--- config.mk ---
export PLATFORM = sky130hd
export DESIGN_NAME = rx_byte_to_word_fcs_sn_flat
export DESIGN_NICKNAME = d
export VERILOG_FILES = /design/src/rtl/rx_byte_to_word_fcs_sn_pkg.sv /design/src/rtl/rx_byte_to_word_fcs_sn_if.sv /design/src/rtl/rx_byte_to_word_fcs_sn_sn_counter.sv /design/src/rtl/rx_byte_to_word_fcs_sn.sv /design/src/flat_wrapper.sv
export SDC_FILE = /design/constraint.sdc
export NUM_CORES = 1
export LEC_CHECK = 0
export CAP_MARGIN = 10
export CORE_UTILIZATION = 51
export CTS_CLUSTER_SIZE = 14
export DETAILED_ROUTE_END_ITERATION = 10
export PLACE_DENSITY = 0.81
export RECOVER_POWER = 50
export SYNTH_ARGS = -nofsm -noshare
export SYNTH_HDL_FRONTEND = slang
export SYNTH_SLANG_ARGS = --single-unit
--- constraint.sdc ---
create_clock -name clk -period 2.85 [get_ports clk]
set_clock_uncertainty 0.1 [all_clocks]
set_input_delay 0.7125 -clock clk [delete_from_list [all_inputs] [get_ports clk]]
set_output_delay 0.7125 -clock clk [all_outputs]
set_load 0.02 [all_outputs]
--- src/rtl/rx_byte_to_word_fcs_sn_pkg.sv ---
// rx_byte_to_word_fcs_sn_pkg
//   Shared definitions for the rx byte-to-word packer:
//   - rx_state_e    : packing FSM state encoding (IDLE / COLLECT / WAIT_FCS)
//   - LANE_COUNT    : byte lanes per output word
//   - FCS_TIMEOUT_TOP_DEFAULT : default FCS wait budget in clk cycles
//   - put_lane()    : write one byte into a lane of a 64-bit word
package rx_byte_to_word_fcs_sn_pkg;

  typedef enum logic [1:0] {
    ST_IDLE     = 2'd0,
    ST_COLLECT  = 2'd1,
    ST_WAIT_FCS = 2'd2
  } rx_state_e;

  localparam int LANE_COUNT              = 8;
  localparam int WORD_WIDTH              = LANE_COUNT * 8;
  localparam int FCS_TIMEOUT_TOP_DEFAULT = 1023;

  // Returns word with byte_val placed at bits [8*lane+7 : 8*lane].
  function automatic logic [WORD_WIDTH-1:0] put_lane(
    input logic [WORD_WIDTH-1:0] word,
    input logic [2:0]            lane,
    input logic [7:0]            byte_val
  );
    logic [WORD_WIDTH-1:0] res;
    res = word;
    res[{lane, 3'b000} +: 8] = byte_val;
    return res;
  endfunction

endpackage

--- src/rtl/rx_byte_to_word_fcs_sn_if.sv ---
// rx_byte_to_word_fcs_sn_if
//   Word bus from the byte packer to the rx DMA stage.
//   - data_out       : packed 64-bit word
//   - data_out_valid : one-cycle word strobe
//   - fcs_valid_out  : set together with the final word of a packet
//   - fcs_ok_out     : FCS verdict, meaningful with fcs_valid_out
//   master = packer side (drives), slave = DMA side (receives).
interface rx_byte_to_word_fcs_sn_if
  import rx_byte_to_word_fcs_sn_pkg::*;
#(
  parameter int DATA_WIDTH = WORD_WIDTH
);
  logic [DATA_WIDTH-1:0] data_out;
  logic                  data_out_valid;
  logic                  fcs_valid_out;
  logic                  fcs_ok_out;

  modport master (
    output data_out,
    output data_out_valid,
    output fcs_valid_out,
    output fcs_ok_out
  );

  modport slave (
    input data_out,
    input data_out_valid,
    input fcs_valid_out,
    input fcs_ok_out
  );
endinterface

--- src/rtl/rx_byte_to_word_fcs_sn_sn_counter.sv ---
// rx_sn_counter
//   Rx packet sequence number. Advances by one on each plus_one pulse and
//   wraps modulo 2^SN_WIDTH. Independent of the packing FSM.
//   Ports: clk, rstn (sync, active-low), plus_one (in), sn (out, registered).
module rx_sn_counter
  import rx_byte_to_word_fcs_sn_pkg::*;
#(
  parameter int SN_WIDTH = 12
)(
  input  logic                clk,
  input  logic                rstn,
  input  logic                plus_one,
  output logic [SN_WIDTH-1:0] sn
);

  localparam logic [SN_WIDTH-1:0] SN_ONE_C = {{(SN_WIDTH-1){1'b0}}, 1'b1};

  // Sequence-number register; natural binary wrap gives the modulo behaviour.
  always_ff @(posedge clk) begin
    if (!rstn) begin
      sn <= {SN_WIDTH{1'b0}};
    end else if (plus_one) begin
      sn <= sn + SN_ONE_C;
    end else begin
      sn <= sn;
    end
  end

endmodule

--- src/rtl/rx_byte_to_word_fcs_sn.sv ---
// rx_byte_to_word_fcs_sn
//   Packs the decoded PSDU byte stream into 64-bit words (byte k -> lane k%8)
//   and delivers them to the rx DMA stage. The last word of a packet is held
//   until the FCS verdict arrives (or a timeout expires) so that it and
//   fcs_valid_out leave in the same cycle. Also hosts the rx sequence number.
//   Ports:
//     clk, rstn          : clock, synchronous active-low reset
//     pkt_start, pkt_len : packet start pulse and PSDU length (FCS included)
//     byte_in(_strobe)   : decoded byte stream
//     fcs_in_strobe, fcs_ok : FCS verdict
//     rx_pkt_sn_plus_one : sequence-number advance pulse from the DMA stage
//     word_if (master)   : data_out / data_out_valid / fcs_valid_out / fcs_ok_out
//     rx_pkt_sn          : current sequence number
//     byte_overrun       : sticky, byte seen outside COLLECT
module rx_byte_to_word_fcs_sn
  import rx_byte_to_word_fcs_sn_pkg::*;
#(
  parameter int C_M00_AXIS_TDATA_WIDTH = 64,
  parameter int SN_WIDTH               = 12,
  parameter int FCS_TIMEOUT_TOP        = FCS_TIMEOUT_TOP_DEFAULT
)(
  input  logic                       clk,
  input  logic                       rstn,
  input  logic                       pkt_start,
  input  logic [15:0]                pkt_len,
  input  logic [7:0]                 byte_in,
  input  logic                       byte_in_strobe,
  input  logic                       fcs_in_strobe,
  input  logic                       fcs_ok,
  input  logic                       rx_pkt_sn_plus_one,
  rx_byte_to_word_fcs_sn_if.master   word_if,
  output logic [SN_WIDTH-1:0]        rx_pkt_sn,
  output logic                       byte_overrun
);

  localparam int W = C_M00_AXIS_TDATA_WIDTH;

  // Last WAIT_FCS cycle index; the word then appears FCS_TIMEOUT_TOP+1
  // cycles after the last byte strobe.
  localparam logic [15:0] TIMEOUT_LAST_C = 16'(FCS_TIMEOUT_TOP - 1);

  rx_state_e     state_r, state_next_s;
  logic [15:0]   pkt_len_r, pkt_len_next_s;
  logic [15:0]   byte_cnt_r, byte_cnt_next_s, byte_cnt_inc_s;
  logic [W-1:0]  word_buf_r, word_buf_next_s;
  logic [W-1:0]  pending_r, pending_next_s;
  logic [W-1:0]  word_with_byte_s;
  logic          fcs_seen_r, fcs_seen_next_s;
  logic          fcs_ok_seen_r, fcs_ok_seen_next_s;
  logic [15:0]   timer_r, timer_next_s;
  logic          start_s, is_last_s, timeout_s;
  logic          emit_s, emit_fcs_s, emit_ok_s;
  logic [W-1:0]  emit_data_s;

  assign byte_cnt_inc_s   = byte_cnt_r + 16'd1;
  assign is_last_s        = (byte_cnt_inc_s == pkt_len_r);
  assign timeout_s        = (timer_r == TIMEOUT_LAST_C);
  assign word_with_byte_s = put_lane(word_buf_r, byte_cnt_r[2:0], byte_in);
  // Zero-length starts are ignored in IDLE but still abort a running packet.
  assign start_s          = pkt_start && ((state_r != ST_IDLE) || (pkt_len != 16'd0));

  // State register plus packing datapath and registered outputs.
  always_ff @(posedge clk) begin
    if (!rstn) begin
      state_r                <= ST_IDLE;
      pkt_len_r              <= 16'd0;
      byte_cnt_r             <= 16'd0;
      word_buf_r             <= {W{1'b0}};
      pending_r              <= {W{1'b0}};
      fcs_seen_r             <= 1'b0;
      fcs_ok_seen_r          <= 1'b0;
      timer_r                <= 16'd0;
      word_if.data_out       <= {W{1'b0}};
      word_if.data_out_valid <= 1'b0;
      word_if.fcs_valid_out  <= 1'b0;
      word_if.fcs_ok_out     <= 1'b0;
      byte_overrun           <= 1'b0;
    end else begin
      state_r                <= state_next_s;
      pkt_len_r              <= pkt_len_next_s;
      byte_cnt_r             <= byte_cnt_next_s;
      word_buf_r             <= word_buf_next_s;
      pending_r              <= pending_next_s;
      fcs_seen_r             <= fcs_seen_next_s;
      fcs_ok_seen_r          <= fcs_ok_seen_next_s;
      timer_r                <= timer_next_s;
      word_if.data_out       <= emit_data_s;
      word_if.data_out_valid <= emit_s;
      word_if.fcs_valid_out  <= emit_fcs_s;
      word_if.fcs_ok_out     <= emit_ok_s;
      byte_overrun           <= byte_overrun | (byte_in_strobe && (state_r != ST_COLLECT));
    end
  end

  // Next-state logic of the packing FSM.
  always_comb begin
    state_next_s = state_r;
    if (start_s) begin
      state_next_s = (pkt_len != 16'd0) ? ST_COLLECT : ST_IDLE;
    end else begin
      case (state_r)
        ST_IDLE: begin
          state_next_s = ST_IDLE;
        end
        ST_COLLECT: begin
          if (byte_in_strobe && is_last_s) begin
            // A verdict already in hand (or arriving now) skips WAIT_FCS.
            state_next_s = (fcs_seen_r || fcs_in_strobe) ? ST_IDLE : ST_WAIT_FCS;
          end else begin
            state_next_s = ST_COLLECT;
          end
        end
        ST_WAIT_FCS: begin
          if (fcs_in_strobe || timeout_s) begin
            state_next_s = ST_IDLE;
          end else begin
            state_next_s = ST_WAIT_FCS;
          end
        end
        default: begin
          state_next_s = ST_IDLE;
        end
      endcase
    end
  end

  // Output decode and datapath updates of the packing FSM.
  always_comb begin
    emit_s             = 1'b0;
    emit_fcs_s         = 1'b0;
    emit_ok_s          = 1'b0;
    emit_data_s        = {W{1'b0}};
    pkt_len_next_s     = pkt_len_r;
    byte_cnt_next_s    = byte_cnt_r;
    word_buf_next_s    = word_buf_r;
    pending_next_s     = pending_r;
    fcs_seen_next_s    = fcs_seen_r;
    fcs_ok_seen_next_s = fcs_ok_seen_r;
    timer_next_s       = timer_r;
    if (start_s) begin
      // New packet (or abort): drop any partial or pending word silently.
      pkt_len_next_s     = pkt_len;
      byte_cnt_next_s    = 16'd0;
      word_buf_next_s    = {W{1'b0}};
      pending_next_s     = {W{1'b0}};
      fcs_seen_next_s    = 1'b0;
      fcs_ok_seen_next_s = 1'b0;
      timer_next_s       = 16'd0;
    end else begin
      case (state_r)
        ST_IDLE: begin
          timer_next_s = 16'd0;
        end
        ST_COLLECT: begin
          if (fcs_in_strobe) begin
            fcs_seen_next_s    = 1'b1;
            fcs_ok_seen_next_s = fcs_ok;
          end else begin
            fcs_seen_next_s    = fcs_seen_r;
          end
          if (byte_in_strobe) begin
            byte_cnt_next_s = byte_cnt_inc_s;
            if (is_last_s) begin
              word_buf_next_s = {W{1'b0}};
              timer_next_s    = 16'd0;
              if (fcs_in_strobe || fcs_seen_r) begin
                emit_s      = 1'b1;
                emit_fcs_s  = 1'b1;
                emit_ok_s   = fcs_in_strobe ? fcs_ok : fcs_ok_seen_r;
                emit_data_s = word_with_byte_s;
              end else begin
                pending_next_s = word_with_byte_s;
              end
            end else if (byte_cnt_r[2:0] == 3'd7) begin
              emit_s          = 1'b1;
              emit_data_s     = word_with_byte_s;
              word_buf_next_s = {W{1'b0}};
            end else begin
              word_buf_next_s = word_with_byte_s;
            end
          end else begin
            byte_cnt_next_s = byte_cnt_r;
          end
        end
        ST_WAIT_FCS: begin
          if (fcs_in_strobe) begin
            emit_s         = 1'b1;
            emit_fcs_s     = 1'b1;
            emit_ok_s      = fcs_ok;
            emit_data_s    = pending_r;
            pending_next_s = {W{1'b0}};
          end else if (timeout_s) begin
            emit_s         = 1'b1;
            emit_fcs_s     = 1'b1;
            emit_ok_s      = 1'b0;
            emit_data_s    = pending_r;
            pending_next_s = {W{1'b0}};
          end else begin
            timer_next_s   = timer_r + 16'd1;
          end
        end
        default: begin
          emit_s = 1'b0;
        end
      endcase
    end
  end

  rx_sn_counter #(
    .SN_WIDTH (SN_WIDTH)
  ) u_sn_counter (
    .clk      (clk),
    .rstn     (rstn),
    .plus_one (rx_pkt_sn_plus_one),
    .sn       (rx_pkt_sn)
  );

endmodule
--- src/flat_wrapper.sv ---
// flat-port wrapper written by rule: the top's interface ports become plain ports
module rx_byte_to_word_fcs_sn_flat import rx_byte_to_word_fcs_sn_pkg::*;
#(
  parameter int C_M00_AXIS_TDATA_WIDTH = 64,
  parameter int SN_WIDTH               = 12,
  parameter int FCS_TIMEOUT_TOP        = FCS_TIMEOUT_TOP_DEFAULT
)
  (clk, rstn, pkt_start, pkt_len, byte_in, byte_in_strobe, fcs_in_strobe, fcs_ok, rx_pkt_sn_plus_one, rx_pkt_sn, byte_overrun, word_if_data_out, word_if_data_out_valid, word_if_fcs_valid_out, word_if_fcs_ok_out);
  rx_byte_to_word_fcs_sn_if word_if_i ();
  input  logic clk;
  input  logic rstn;
  input  logic pkt_start;
  input  logic [15:0] pkt_len;
  input  logic [7:0] byte_in;
  input  logic byte_in_strobe;
  input  logic fcs_in_strobe;
  input  logic fcs_ok;
  input  logic rx_pkt_sn_plus_one;
  output logic [SN_WIDTH-1:0] rx_pkt_sn;
  output logic byte_overrun;
  output wire logic [$bits(word_if_i.data_out)-1:0] word_if_data_out;
  output wire logic [$bits(word_if_i.data_out_valid)-1:0] word_if_data_out_valid;
  output wire logic [$bits(word_if_i.fcs_valid_out)-1:0] word_if_fcs_valid_out;
  output wire logic [$bits(word_if_i.fcs_ok_out)-1:0] word_if_fcs_ok_out;
  assign word_if_data_out = word_if_i.data_out;
  assign word_if_data_out_valid = word_if_i.data_out_valid;
  assign word_if_fcs_valid_out = word_if_i.fcs_valid_out;
  assign word_if_fcs_ok_out = word_if_i.fcs_ok_out;
  rx_byte_to_word_fcs_sn #(.C_M00_AXIS_TDATA_WIDTH(C_M00_AXIS_TDATA_WIDTH), .SN_WIDTH(SN_WIDTH), .FCS_TIMEOUT_TOP(FCS_TIMEOUT_TOP)) u_core (.clk(clk), .rstn(rstn), .pkt_start(pkt_start), .pkt_len(pkt_len), .byte_in(byte_in), .byte_in_strobe(byte_in_strobe), .fcs_in_strobe(fcs_in_strobe), .fcs_ok(fcs_ok), .rx_pkt_sn_plus_one(rx_pkt_sn_plus_one), .word_if(word_if_i), .rx_pkt_sn(rx_pkt_sn), .byte_overrun(byte_overrun));
endmodule
; ---- Word level (Yosys, flattened, before mapping)
; Index checks and enable logic that the tools add are counted.
; Widths: inputs -> output; s select.
[totals]
elab_cells = 93
ff_bits = 260
[classes]
shifts = 2
mux = 43
eq_ne = 12
reduce_logical = 16
bitwise = 2
add_sub_neg = 4
[ops]
columns = cell, count
row1 = $mux 64, 13
row2 = $pmux 64 s2, 2
row3 = $bwmux 64, 1
row4 = $mux 16, 4
row5 = $shift 8x8->64 const A, 1
row6 = $shiftx 8x8->64, 1
row7 = $pmux 16 s3, 1
row8 = $add 16x1->16 const B, 2
row9 = $eq 16x10->1 const B, 1
row10 = $eq 16x16->1, 1
row11 = $reduce_bool 16->1, 1
row12 = $mux 1, 14
row13 = $add 12x1->12 const B, 1
row14 = $reduce_and 5->1, 2
row15 = $mux 2, 4
row16 = $ne 2x2->1 const B, 4
row17 = $neg 6->8, 1
row18 = $pmux 1 s2, 3
row19 = $ne 2x1->1 const B, 2
row20 = $pmux 2 s2, 1
row21 = $reduce_and 2->1, 2
row22 = $reduce_bool 2->1, 2
row23 = $eq 3x3->1 const B, 1
row24 = $logic_and 1x1->1, 3
row25 = other kinds (9), 11

; ---- Longest topological paths before layout
[logic_depth]
ltp_word = 7
depth_mapped = 14
ltp_nobuf = 10

; ---- Hierarchy
; Synthesis repeated with hierarchy kept, for this count alone.
[unflattened]
cells_unflattened = 1114
hier_area_um2 = 10646.5
[by_module_without_submodules]
columns = module, seq_area_each_um2, cells_each, area_each_um2, instances
row1 = rx_byte_to_word_fcs_sn, 4964.8, 1056, 10118.5, 1
row2 = rx_sn_counter, 240.2, 58, 528.0, 1

; ---- Worst setup path before layout
; OpenSTA, ideal clock, no wires.
[synth_timing]
path_kind = register to register
start = register u_core.byte_cnt_r[0]
end = register u_core.pending_r[62]
slack_ns = -0.027
path_stages_with_launch = 15
path_buffers = 4
required_ns = 2.628
arrival_ns = 2.655
synth_period_minus_slack_ns = 2.877
setup_time_ns = 0.122
path_cell_list = dfxtp_1 buf_2 inv_1 ha_1 clkbuf_1 xnor2_1 nand3_1 nor3b_1 nand4_1 nor4_2 nand3_1 a31o_1 buf_6 buf_6 o2bb2ai_1
[synth_between]
word_cells_on_any_way = 12
classes_between = 2 x add/sub / 2 x eq/ne / 2 x shift / 5 x mux / 1 x reduce/logical
[synth_rtl]
columns = item, line
row1 = "start, declared", rx_byte_to_word_fcs_sn.sv:44  ; logic [15:0] byte_cnt_r, byte_cnt_next_s, byte_cnt_inc_s;
row2 = "start signal, assigned", rx_byte_to_word_fcs_sn.sv:81  ; byte_cnt_r <= byte_cnt_next_s;
row3 = $add 16x1->16, rx_byte_to_word_fcs_sn.sv:55  ; assign byte_cnt_inc_s = byte_cnt_r + 16'd1;
row4 = named net u_core.byte_cnt_inc_s[0], rx_byte_to_word_fcs_sn.sv:44
row5 = $eq 16x16->1, rx_byte_to_word_fcs_sn.sv:56  ; assign is_last_s = (byte_cnt_inc_s == pkt_len_r);
row6 = $ne 2x1->1 (no source line), n/a
row7 = $reduce_and 5->1 (no source line), n/a
row8 = "end signal, assigned", rx_byte_to_word_fcs_sn.sv:69  ; pending_r <= {W{1'b0}};
row9 = "end signal, assigned", rx_byte_to_word_fcs_sn.sv:83  ; pending_r <= pending_next_s;
row10 = "end, declared", rx_byte_to_word_fcs_sn.sv:46  ; logic [W-1:0] pending_r, pending_next_s;
; The timed path passes the listed nets, and every way through them passes these cells. The select of a mux whose other input is x is not followed.
; A chain may end at the register's enable or synchronous reset.

; ---- Final worst setup path
[layout_timing]
start = register u_core.byte_cnt_r[0]
end = register u_core.pending_r[41]
[layout_between]
elab_chain_cells = 7
word_cells_on_any_way = 12
classes_between = 2 x add/sub / 2 x eq/ne / 2 x shift / 5 x mux / 1 x reduce/logical
[layout_rtl]
columns = item, line
row1 = $neg 6->8, rx_byte_to_word_fcs_sn_pkg.sv:27  ; res[{lane, 3'b000} +: 8] = byte_val;
row2 = $shiftx 8x8->64 or $shift 8x8->64 (tied branches), rx_byte_to_word_fcs_sn_pkg.sv:27
row3 = $bwmux 64, rx_byte_to_word_fcs_sn_pkg.sv:27
row4 = $mux 64, rx_byte_to_word_fcs_sn.sv:166  ; if (fcs_in_strobe || fcs_seen_r) begin
row5 = $mux 64, rx_byte_to_word_fcs_sn.sv:163  ; if (is_last_s) begin
row6 = $mux 64, rx_byte_to_word_fcs_sn.sv:161  ; if (byte_in_strobe) begin
row7 = $pmux 64 s2, rx_byte_to_word_fcs_sn.sv:150  ; case (state_r)
; Parallel ways exist; a longest one is shown, timed or not. The select of a mux whose other input is x is not followed.

==> reports/metrics.json <==
{
  "class_of_the_most_critical_hold_timing_path": "flip-flop to flip-flop",
  "chipWidth_microns": 148,
  "synth_flop_cell": "sky130_fd_sc_hd__dfxtp_1",
  "clockBufferDepth": 3,
  "grt_usage_pct": 24.8,
  "count_of_antenna_diodes_in_the_layout": 0,
  "post_synth_inst_count": 1099,
  "die_height_microns": 148,
  "hold_violations_final": 0,
  "final_max_slew_viol_count": 0,
  "vdd.ir_drop.worst_uv": 650,
  "worstSkewPairLatency_ps": 540,
  "hpwlAfterDp_mm": 17.7,
  "yosys-top-cells-area": "sky130_fd_sc_hd__dfxtp_1, sky130_fd_sc_hd__mux2i_1, sky130_fd_sc_hd__o2bb2ai_2",
  "grt_pass1_wl_mm": 44.3,
  "max_slew_margin_pct": 38.4,
  "synth.yosys.seq_area_share_pct": 47.7,
  "cts_hold_buffers": 0,
  "timing.critical_path.required_ps": 3200,
  "port_buffers": 110,
  "synth.cell_area_sq_um": 10900,
  "netSwitchingFraction_pct": 23.0,
  "vias_per_cell": 5.92,
  "drt_drc": 0,
  "layout_worst_path_cycle_share_pct": 104,
  "drtAntennaViolNets": 0,
  "multi_input_area_sq_um": 5770,
  "post_synth_arst_share_pct": 0,
  "post_layout_nonfiller_instances": 1559,
  "critical_path_arrival_ps": 3320,
  "power.combinational.fraction_pct": 6.9,
  "worst_slew_pin_slew_ps": 924,
  "ys_seq_elements": 260,
  "setup_slack_ps": -120,
  "largest_net_degree_at_the_start_of_global_routing": 85,
  "timing_worst_setup_path_type": "flip-flop to flip-flop",
  "total_instance_count_after_detailed_placement": 1496,
  "yosys.area.top_type_share_pct": 47.7,
  "globalRouteOverflowTotal": 0,
  "post-synth-top-count-cell": "sky130_fd_sc_hd__dfxtp_1",
  "pin_count": 111,
  "synth.largest_area_cell": "sky130_fd_sc_hd__dfxtp_1",
  "synth_cell_type_count": 64,
  "routed-via-count": 9233,
  "root_buffer": "sky130_fd_sc_hd__clkbuf_16",
  "worst_setup_hold_path_clk_slew_ps": 60,
  "cts.sink_count": 260,
  "path_max_fanout": 21,
  "number_of_global_route_vias_before_repair": 8700,
  "power_frac_clock_pct": 44.5,
  "endpoint_kind_of_the_worst_setup_timing_path": "flip-flop",
  "fp.dieArea_sq_um": 22000,
  "synth_enable_flop_cells": 0,
  "gp_congestion": 0.888,
  "power.static_leakage_nw": 5.49,
  "pwr-share-seq_pct": 48.6,
  "ys.warnings.count": 0,
  "fp.coreArea_sq_um": 21000,
  "syn2layout_area_growth_pct": 33.0,
  "drt_iter0_drc": 701,
  "drtPass1Iterations": 6,
  "tritoncts_clock_tree": "yes",
  "drt_wl_total_mm": 30.3,
  "fill_cells": 1422,
  "cts_buffers": 27,
  "nets": 1309,
  "start_kind": "flip-flop",
  "switchingPower_mw": 1.75,
  "initial_utilization_pct": 51.9,
  "run_status": "complete, but fails checks",
  "syn_nets": 1141,
  "power.total_mw": 7.62,
  "cts_max_level": 1,
  "seqCellArea_sq_um": 5210,
  "synth.cells.most_frequent": "sky130_fd_sc_hd__dfxtp_1, sky130_fd_sc_hd__nor2_1, sky130_fd_sc_hd__nand2_1",
  "wl_per_cell_microns": 19.5,
  "syn_avg_cell_area_sq_um": 9.92,
  "failed_checks": "negative setup slack",
  "rsz0062_at_grt": "yes",
  "min_period_ps": 2970,
  "cap_viol_max_count": 0,
  "final_layout_size_suffix_gt1_share_pct": 24.1,
  "max_clock_freq_mhz": 337,
  "internal_power_mw": 5.87,
  "cellPowerDensity_nw_per_um2": 525,
  "rows": 53,
  "setup-violations-final": 137,
  "antenna_found_initial": 0
}
==> worst paths after layout <==
kind / start / end / slack, ps / cells after the start
max: u_core.byte_cnt_r[0] / u_core.pending_r[41] / -120 / 13
min: u_core.pending_r[60] / u_core.word_if.data_out[60] / 360 / 2
max reg2reg: u_core.byte_cnt_r[0] / u_core.pending_r[41] / -120 / 13
min reg2reg: u_core.pending_r[60] / u_core.word_if.data_out[60] / 360 / 2
==> state kept, by name (all words and copies together), names as in the netlist <==
signal / count
u_core.u_sn_counter.sn: 12
u_core.word_buf_r: 64
u_core.word_if.data_out: 64
u_core.word_if.data_out_valid: 1
u_core.byte_overrun: 1
u_core.fcs_seen_r: 1
u_core.byte_cnt_r: 16
u_core.pkt_len_r: 16
u_core.fcs_ok_seen_r: 1
u_core.pending_r: 64
u_core.state_r: 2
u_core.word_if.fcs_valid_out: 1
u_core.timer_r: 16
u_core.word_if.fcs_ok_out: 1
==> power by group through the flow <==
stage	sequential, mW	clock [mW]	combinational [mW]
after global routing	3.71	3.57	0.554
after CTS	3.70	3.42	0.452
final	3.71	3.39	0.524
after detailed placement	3.78	0	0.436
after global placement	3.78	0	0.428
after floorplan	3.78	0	0.258
==> routing by layer <==
layer,track usage (%),share of wire [%],vias up
met5,0,0,-
met4,8.87,4.0,0
met3,4.29,6.6,99
met2,41.6,48,374
met1,32.0,41,4471
li1,-,-,4289
==> critical path: stages, from the launching register on <==
cell,delay (ps)
sky130_fd_sc_hd__dfxtp_4,360
sky130_fd_sc_hd__buf_6,130
sky130_fd_sc_hd__buf_6,120
sky130_fd_sc_hd__nand4_1,130
sky130_fd_sc_hd__buf_4,150
sky130_fd_sc_hd__nor2_4,40
sky130_fd_sc_hd__buf_4,140
sky130_fd_sc_hd__a31oi_2,240
sky130_fd_sc_hd__o32ai_4,170
sky130_fd_sc_hd__nor4_4,340
sky130_fd_sc_hd__nand3_1,140
sky130_fd_sc_hd__or3_4,410
sky130_fd_sc_hd__buf_12,200
sky130_fd_sc_hd__o2bb2ai_1,180
==> timing repair <==
action                     4_1_cts  5_1_grt
resized for setup               26      125
pin swaps                        7       11
setup buffers                    2        6
setup endpoints to repair      162      209
gates cloned                     1        8
==> kinds of logic after synthesis <==
group / synth area share (%)
flops: 47.7
mux: 7.08
xor+xnor: 3.59
fa+ha+maj: 1.26
simple gates: 15.0
buf+inv: 4.71
compound gates: 20.7
==> through the flow <==
stage | setup WS [ps] | utilization, % | cell area, sq um | setup TNS (ps) | hold slack [ps]
6_report | -120 | 69.0 | 14500 | -7590 | 356
5_1_grt | -255 | 69.0 | 14500 | -29610 | 376
4_1_cts | -60.4 | 65.7 | 13800 | -1910 | 362
3_5_place_dp | -397 | 60.9 | 12800 | -52940 | 347
3_3_place_gp | -302 | 60.9 | 12800 | -42940 | 340
2_1_floorplan | 42.2 | - | 10900 | 0 | 326
==> final cells by class <==
type,count,area share [%]
flip-flops and latches,260,35.9
repair buffers,223,15.7
clock inverters,7,0.457
multi-input cells,743,39.8
well taps,275,2.37
clock buffers,39,5.38
inverters,12,0.336
==> cells in the final DEF, fill, tap and decap left out, types with 7 or more instances in the layout <==
master,synthesis,routed
sky130_fd_sc_hd__a21oi_1,17,17
sky130_fd_sc_hd__o2bb2ai_2,49,49
sky130_fd_sc_hd__o2bb2ai_1,15,15
sky130_fd_sc_hd__and3_1,15,12
sky130_fd_sc_hd__inv_1,12,11
sky130_fd_sc_hd__buf_4,3,84
sky130_fd_sc_hd__dfxtp_1,260,257
sky130_fd_sc_hd__clkbuf_1,38,7
sky130_fd_sc_hd__a211oi_2,0,27
sky130_fd_sc_hd__clkdlybuf4s50_1,0,45
sky130_fd_sc_hd__o21ai_1,26,29
sky130_fd_sc_hd__nand2_1,101,101
sky130_fd_sc_hd__ha_1,11,8
sky130_fd_sc_hd__xor2_1,18,16
sky130_fd_sc_hd__o311ai_2,0,7
sky130_fd_sc_hd__xnor2_1,24,22
sky130_fd_sc_hd__clkbuf_16,0,32
sky130_fd_sc_hd__nor2b_1,20,20
sky130_fd_sc_hd__buf_12,0,16
sky130_fd_sc_hd__a31oi_1,8,7
sky130_fd_sc_hd__mux2i_1,76,76
sky130_fd_sc_hd__a211oi_1,65,38
sky130_fd_sc_hd__nand3_1,20,20
sky130_fd_sc_hd__o21ai_0,47,19
sky130_fd_sc_hd__and2_1,15,9
sky130_fd_sc_hd__dlygate4sd3_1,0,65
sky130_fd_sc_hd__nand4_1,13,13
sky130_fd_sc_hd__o21ai_2,0,24
sky130_fd_sc_hd__nor2_1,109,109
No activity file was read; power rests on OpenSTA's default activity.
